$ cat src/rtl/ram_delay_ctrl.sv
// Sequencing controller for a ram_delay instance: clears the RAM on (re)configuration,
// drives explicit write addresses, tracks the refill and qualifies the delayed output.
module ram_delay_ctrl #(
    parameter int P_NBITS_ADDR = 9,
    parameter int P_NBITS_DATA = 42,
    parameter int P_DEFAULT_N  = 16,
    parameter int P_NBITS_DROP = 16
) (
    input  logic                    clk,
    input  logic                    rst,
    input  logic [P_NBITS_ADDR-1:0] cfg_n,
    input  logic                    cfg_req,
    output logic                    cfg_ack,
    output logic                    cfg_err,
    input  logic                    in_wr,
    input  logic [P_NBITS_DATA-1:0] in_d,
    output logic                    in_rdy,
    output logic                    rd_wr,
    output logic [P_NBITS_DATA-1:0] rd_d,
    output logic [P_NBITS_ADDR-1:0] rd_n,
    output logic                    rd_flush,
    output logic                    rd_addr_en,
    output logic [P_NBITS_ADDR-1:0] rd_addr,
    output logic                    out_valid,
    output logic                    busy,
    output logic [P_NBITS_DROP-1:0] drop_cnt
);

    typedef enum logic [1:0] {
        S_FLUSH = 2'd0,
        S_FILL  = 2'd1,
        S_RUN   = 2'd2
    } state_t;

    localparam logic [P_NBITS_ADDR-1:0] ADDR_ONE  = P_NBITS_ADDR'(1);
    localparam logic [P_NBITS_ADDR-1:0] ADDR_TWO  = P_NBITS_ADDR'(2);
    localparam logic [P_NBITS_ADDR-1:0] DEFAULT_N = P_NBITS_ADDR'(P_DEFAULT_N);
    localparam logic [P_NBITS_DROP-1:0] DROP_ONE  = P_NBITS_DROP'(1);
    localparam logic [P_NBITS_DROP-1:0] DROP_MAX  = {P_NBITS_DROP{1'b1}};

    state_t                  state_r;
    state_t                  state_s;
    logic [P_NBITS_ADDR-1:0] cnt_r;
    logic [P_NBITS_ADDR-1:0] cnt_s;
    logic [P_NBITS_ADDR-1:0] wa_r;
    logic [P_NBITS_ADDR-1:0] wa_s;
    logic [P_NBITS_ADDR-1:0] n_s;
    logic [P_NBITS_ADDR-1:0] n_last_s;
    logic [P_NBITS_ADDR-1:0] addr_s;
    logic [P_NBITS_DATA-1:0] d_s;
    logic [P_NBITS_DROP-1:0] drop_s;
    logic                    wr_s;
    logic                    flush_s;
    logic                    ack_s;
    logic                    err_s;
    logic                    valid_s;
    logic                    accept_s;
    logic                    cfg_take_s;

    // Wrap point always comes from the registered length, never from cfg_n.
    assign n_last_s   = rd_n - ADDR_ONE;
    assign in_rdy     = !rst && (state_r != S_FLUSH);
    assign busy       = (state_r == S_FLUSH);
    assign accept_s   = in_wr && in_rdy;
    // A request is held until acked; the ack cycle itself must not consume it again.
    assign cfg_take_s = cfg_req && !cfg_ack && (state_r != S_FLUSH);

    // Next-state and next-output logic for the clear / fill / run sequence.
    always_comb begin
        state_s = state_r;
        cnt_s   = cnt_r;
        wa_s    = wa_r;
        n_s     = rd_n;
        wr_s    = 1'b0;
        flush_s = 1'b0;
        d_s     = rd_d;
        addr_s  = rd_addr;
        ack_s   = 1'b0;
        err_s   = 1'b0;
        valid_s = out_valid;
        drop_s  = drop_cnt;
        case (state_r)
            S_FLUSH: begin
                wr_s    = 1'b1;
                flush_s = 1'b1;
                d_s     = '0;
                addr_s  = cnt_r;
                valid_s = 1'b0;
                if (in_wr && (drop_cnt != DROP_MAX)) begin
                    drop_s = drop_cnt + DROP_ONE;
                end else begin
                    drop_s = drop_cnt;
                end
                if (cnt_r == n_last_s) begin
                    state_s = S_FILL;
                    cnt_s   = '0;
                    wa_s    = '0;
                end else begin
                    cnt_s = cnt_r + ADDR_ONE;
                end
            end
            S_FILL, S_RUN: begin
                if (accept_s) begin
                    wr_s   = 1'b1;
                    d_s    = in_d;
                    addr_s = wa_r;
                    if (wa_r == n_last_s) begin
                        wa_s = '0;
                    end else begin
                        wa_s = wa_r + ADDR_ONE;
                    end
                    if (state_r == S_RUN) begin
                        valid_s = 1'b1;
                    end else if (cnt_r == n_last_s) begin
                        state_s = S_RUN;
                        cnt_s   = '0;
                    end else begin
                        cnt_s = cnt_r + ADDR_ONE;
                    end
                end else begin
                    wr_s = 1'b0;
                end
                // A same-cycle write above still lands under the old length.
                if (cfg_take_s) begin
                    ack_s = 1'b1;
                    if (cfg_n < ADDR_TWO) begin
                        err_s = 1'b1;
                    end else begin
                        n_s     = cfg_n;
                        state_s = S_FLUSH;
                        cnt_s   = '0;
                        valid_s = 1'b0;
                    end
                end else begin
                    ack_s = 1'b0;
                end
            end
            default: begin
                state_s = S_FLUSH;
                cnt_s   = '0;
                wa_s    = '0;
                valid_s = 1'b0;
            end
        endcase
    end

    // State, counters and all registered outputs.
    always_ff @(posedge clk) begin
        if (rst) begin
            state_r    <= S_FLUSH;
            cnt_r      <= '0;
            wa_r       <= '0;
            rd_n       <= DEFAULT_N;
            rd_addr    <= '0;
            rd_wr      <= 1'b0;
            rd_flush   <= 1'b0;
            rd_d       <= '0;
            rd_addr_en <= 1'b0;
            cfg_ack    <= 1'b0;
            cfg_err    <= 1'b0;
            out_valid  <= 1'b0;
            drop_cnt   <= '0;
        end else begin
            state_r    <= state_s;
            cnt_r      <= cnt_s;
            wa_r       <= wa_s;
            rd_n       <= n_s;
            rd_addr    <= addr_s;
            rd_wr      <= wr_s;
            rd_flush   <= flush_s;
            rd_d       <= d_s;
            rd_addr_en <= 1'b1;
            cfg_ack    <= ack_s;
            cfg_err    <= err_s;
            out_valid  <= valid_s;
            drop_cnt   <= drop_s;
        end
    end

endmodule

$ cat config.mk
export PLATFORM = sky130hd
export DESIGN_NAME = ram_delay_ctrl
export DESIGN_NICKNAME = d
export VERILOG_FILES = /design/src/rtl/ram_delay_ctrl.sv
export SDC_FILE = /design/constraint.sdc
export NUM_CORES = 1
export LEC_CHECK = 0
export ABC_AREA = 1
export BUFFER_PORTS_ARGS = -buffer_cell sky130_fd_sc_hd__clkbuf_2
export CORE_UTILIZATION = 47
export CTS_BUF_LIST = sky130_fd_sc_hd__clkbuf_8 sky130_fd_sc_hd__clkbuf_16
export CTS_CLUSTER_SIZE = 10
export DETAILED_ROUTE_END_ITERATION = 6
export GPL_ROUTABILITY_DRIVEN = 0
export PLACE_DENSITY = 0.76
export SLEW_MARGIN = 20
export SYNTH_ARGS = -nofsm -noshare
export SYNTH_HDL_FRONTEND = slang
export SYNTH_SLANG_ARGS = --single-unit
$ cat constraint.sdc
create_clock -name clk -period 2.3 [get_ports clk]
set_clock_uncertainty 0.2 [all_clocks]
set_input_delay 0.23 -clock clk [delete_from_list [all_inputs] [get_ports clk]]
set_output_delay 0.23 -clock clk [all_outputs]
set_load 0.05 [all_outputs]
==> metrics.cfg <==
[worst_setup_path]
worst_ep_required_time_ns = 2.41
reg2reg_from = rd_n[1]$_SDFFE_PP0P_
ff2ff_setup_slack_ns = 0.1
crit_start = rd_n[1]$_SDFFE_PP0P_
r2r.worst_path.cells = 12
regToRegEndpoint = wa_r[1]$_SDFFE_PP0P_
critical_path.endpoint_type = flop
cp-start-kind = flop
worstPathCellList = inv_2 > ha_4 > nand3_1 > nand2_1 > nand2_1 > nand2_1 > nand3_2 > nor2_4 > nand3_4 > a21oi_4 > nand2_1 > a21oi_2
timing.critical_path.mode_cell = nand2_1
worst-endpoint-arrival_ns = 2.31
timing.critical_path.buf_inv = 1
cpMaxStageDelayCell = dfxtp_4
slowest_delay_ns = 0.38
crit_fanout = 8
cp_top_family = simple AND/OR/NAND/NOR gates
crit_type = flop to flop

[global_route]
grt_first_pass_wirelength_um = 24000
grt_pass1_vias = 5204
grt_antenna_before_repair = 0
gr-usage-all-layers = 0.269
grt_start_max_net_pins = 43
grt_overflow = 0

[floorplan]
die_area_um2 = 10900
dieHeight_um = 105
floorplan.core_area_um2 = 10300
fp-row-count = 37
start_util = 0.482
boundaryPins = 139
die_w_um = 105

[clock_tree]
clk_root_buffer_cell = clkbuf_8
clk_transition_reported_paths_ns = 0.11
ctsHtreeMaxLevel = 3
clock_insertion_delay_worst_skew_ns = 0.38
cts_num_sinks = 102
cts_tree = yes
cts_buffers = 9
clock_path_buffers = 2

[synth]
postSynthCellCount = 722
synth.avg_cell_area_um2 = 6.86
post_synth_main_area_contributors = dfxtp_1, nand2_1, a21oi_1
synth_async_sr_flop_share = 0
synth_top_cells_by_count = nand2_1, dfxtp_1, a21oi_1, inv_1, nor2_1
ys_seq_elements = 102
ys_seq_area_frac = 0.412
synth_enable_flop_cells = 0
number_of_nets_produced_by_synthesis = 784
netlist.area_leader.share = 0.412
synth-warning-count = 0
synth.most_common_cell = nand2_1
synth-main-ff-cell = dfxtp_1
syn-cell-area_um2 = 4950
synth.distinct_cells = 37
yosys.area.top_type = dfxtp_1

[place]
port_buffers = 138
placed_cell_area_um2 = 5950
dp.final_hpwl_um = 9890
placed_cells = 996

[min_path]
hold_path.startpoint = cfg_n[0]
timing.hold.worst.class = primary input to flop
hold_end = rd_n[0]$_SDFFE_PP0P_
worst_hold_path.num_cells = 3

[route]
post-route-drc-count = 0
ant_nets = 0
routedWlPerCell_um = 13.8
drt-initial-drc-count = 356
vias = 5440
route.final.wire_length_um = 14600
firstDrtPassIters = 5
post_drt_via_cell_ratio = 5.11

[timing]
fmax_mhz = 454
hold_violations = 0
fin_crit_ns = 2.20
final_worst_path_cycle_share = 0.957
unrepaired_setup_endpoints_after_global_routing = yes
report.final.slew_viol_count = 0
finalSetupViolations = 0
worst_slew_margin_rel = 0.716
tightest_slew_ns = 0.425
fin_setup_tns_ns = 0

[job]
drv_cap = 0

[layout]
finalNonFillerCells = 1064
post_route_cells_drive_above_1_share = 0.245
area.growth.synth_to_final_pct = 36.7
layout.cell_area.non_filler_um2 = 6770
layout.nets = 985
insertedDiodeCount = 0
finalCoreUtilization = 0.659

[power]
ir_worst_vdd_uv = 418
static-leakage-power_nw = 2.89
power_density_nw_per_um2 = 596
totalPowerFinal_w = 0.00404

[status]
result_of_the_run = completed

## cells in the final DEF (no fill, tap or decap), types with 3 or more instances in the layout
cell type / instances
o21ai_1: 4
a21oi_2: 6
dfxtp_1: 98
nand4_1: 10
inv_2: 7
nor2_2: 4
o21ai_0: 34
nand2_2: 7
ha_1: 5
clkbuf_2: 138
buf_4: 25
dlygate4sd3_1: 51
nor2_4: 7
nand2_1: 213
a31oi_1: 9
nand3b_1: 4
a21oi_1: 79
nor4_1: 4
xor2_1: 13
nand2_4: 3
inv_1: 58
nand3_1: 50
nor2_1: 52
nor3_1: 7
clkbuf_8: 9
## routing by layer
layer,vias up,routed length [µm],share of wire,global-route usage
met4,0,405,0.028,0.111
met1,2427,6240,0.43,0.333
li1,2760,-,-,-
met3,43,993,0.068,0.0586
met5,-,0,0,0
met2,210,7000,0.48,0.453
## logic make-up (layout without fill, tap and decap cells)
family | after synthesis | in the layout | synth area share
adder cells (fa/ha/maj) | 7 | 7 | 0.0177
AND/OR/NAND/NOR | 367 | 367 | 0.320
XOR/XNOR | 16 | 16 | 0.0313
buffers and inverters | 92 | 298 | 0.0718
flip-flops | 102 | 102 | 0.412
AO/OA/AOI/OAI | 138 | 138 | 0.147
## registers in the layout, summed over array words and instances, names as in the netlist
| name | count |
|---|---|
| rd_n | 9 |
| rd_wr | 1 |
| state_r | 2 |
| rd_d | 42 |
| cfg_ack | 1 |
| cfg_err | 1 |
| drop_cnt | 16 |
| out_valid | 1 |
| rd_addr_en | 1 |
| wa_r | 9 |
| cnt_r | 9 |
| rd_addr | 9 |
| rd_flush | 1 |
## cell type report
cell class                 count  area (µm²)
multi-input combinational    528        2660
clock inverter                 7         103
clock buffer                   9         124
inverter                      67         254
tap                          136         170
fill                         853        3510
timing repair buffer         215        1410
sequential                   102        2050
## through the flow
stage,hold WS (ns),setup WS (ns)
6_report,0.0184,0.0997
5_1_grt,0.0601,-0.0816
4_1_cts,0.0477,0.0146
3_5_place_dp,0.250,-0.0118
3_3_place_gp,0.248,0.0702
2_1_floorplan,0.116,0.000837
## how the worst max path moves through the flow
| stage | endpoint | slack [ns] | depth (start not counted) |
|---|---|---|---|
| floorplan | rd_d[31]$_SDFFE_PP0P_ | 0.0008 | 12 |
| global placement | wa_r[7]$_SDFFE_PP0P_ | 0.07 | 14 |
| detailed placement | wa_r[8]$_SDFFE_PP0P_ | -0.01 | 13 |
| CTS | wa_r[8]$_SDFFE_PP0P_ | 0.01 | 12 |
| global route | cnt_r[5]$_SDFF_PP0_ | -0.08 | 14 |
| finish | wa_r[1]$_SDFFE_PP0P_ | 0.1 | 12 |
## report_power, final
group	total, W	switching [W]	internal [W]
logic	0.000914	0.000600	0.000313
registers	0.00187	0.0000487	0.00182
clock network	0.00125	0.000708	0.000541
total	0.00404	0.00136	0.00268
## tightest hold or removal path, cell delays in order
cell      delay [ns]
clkbuf_2        0.08
o21ai_1         0.16
a21oi_1         0.08
## what timing repair did
action | in CTS | in global routing
hold buffers | 51 | 0
endpoints found under the hold margin | 51 | 0
endpoints found under the setup margin | 3 | 27
setup buffers | 0 | 1
gates resized for setup | 1 | 26
pin swaps | 0 | 11
No activity file was read; power rests on OpenSTA's default activity.
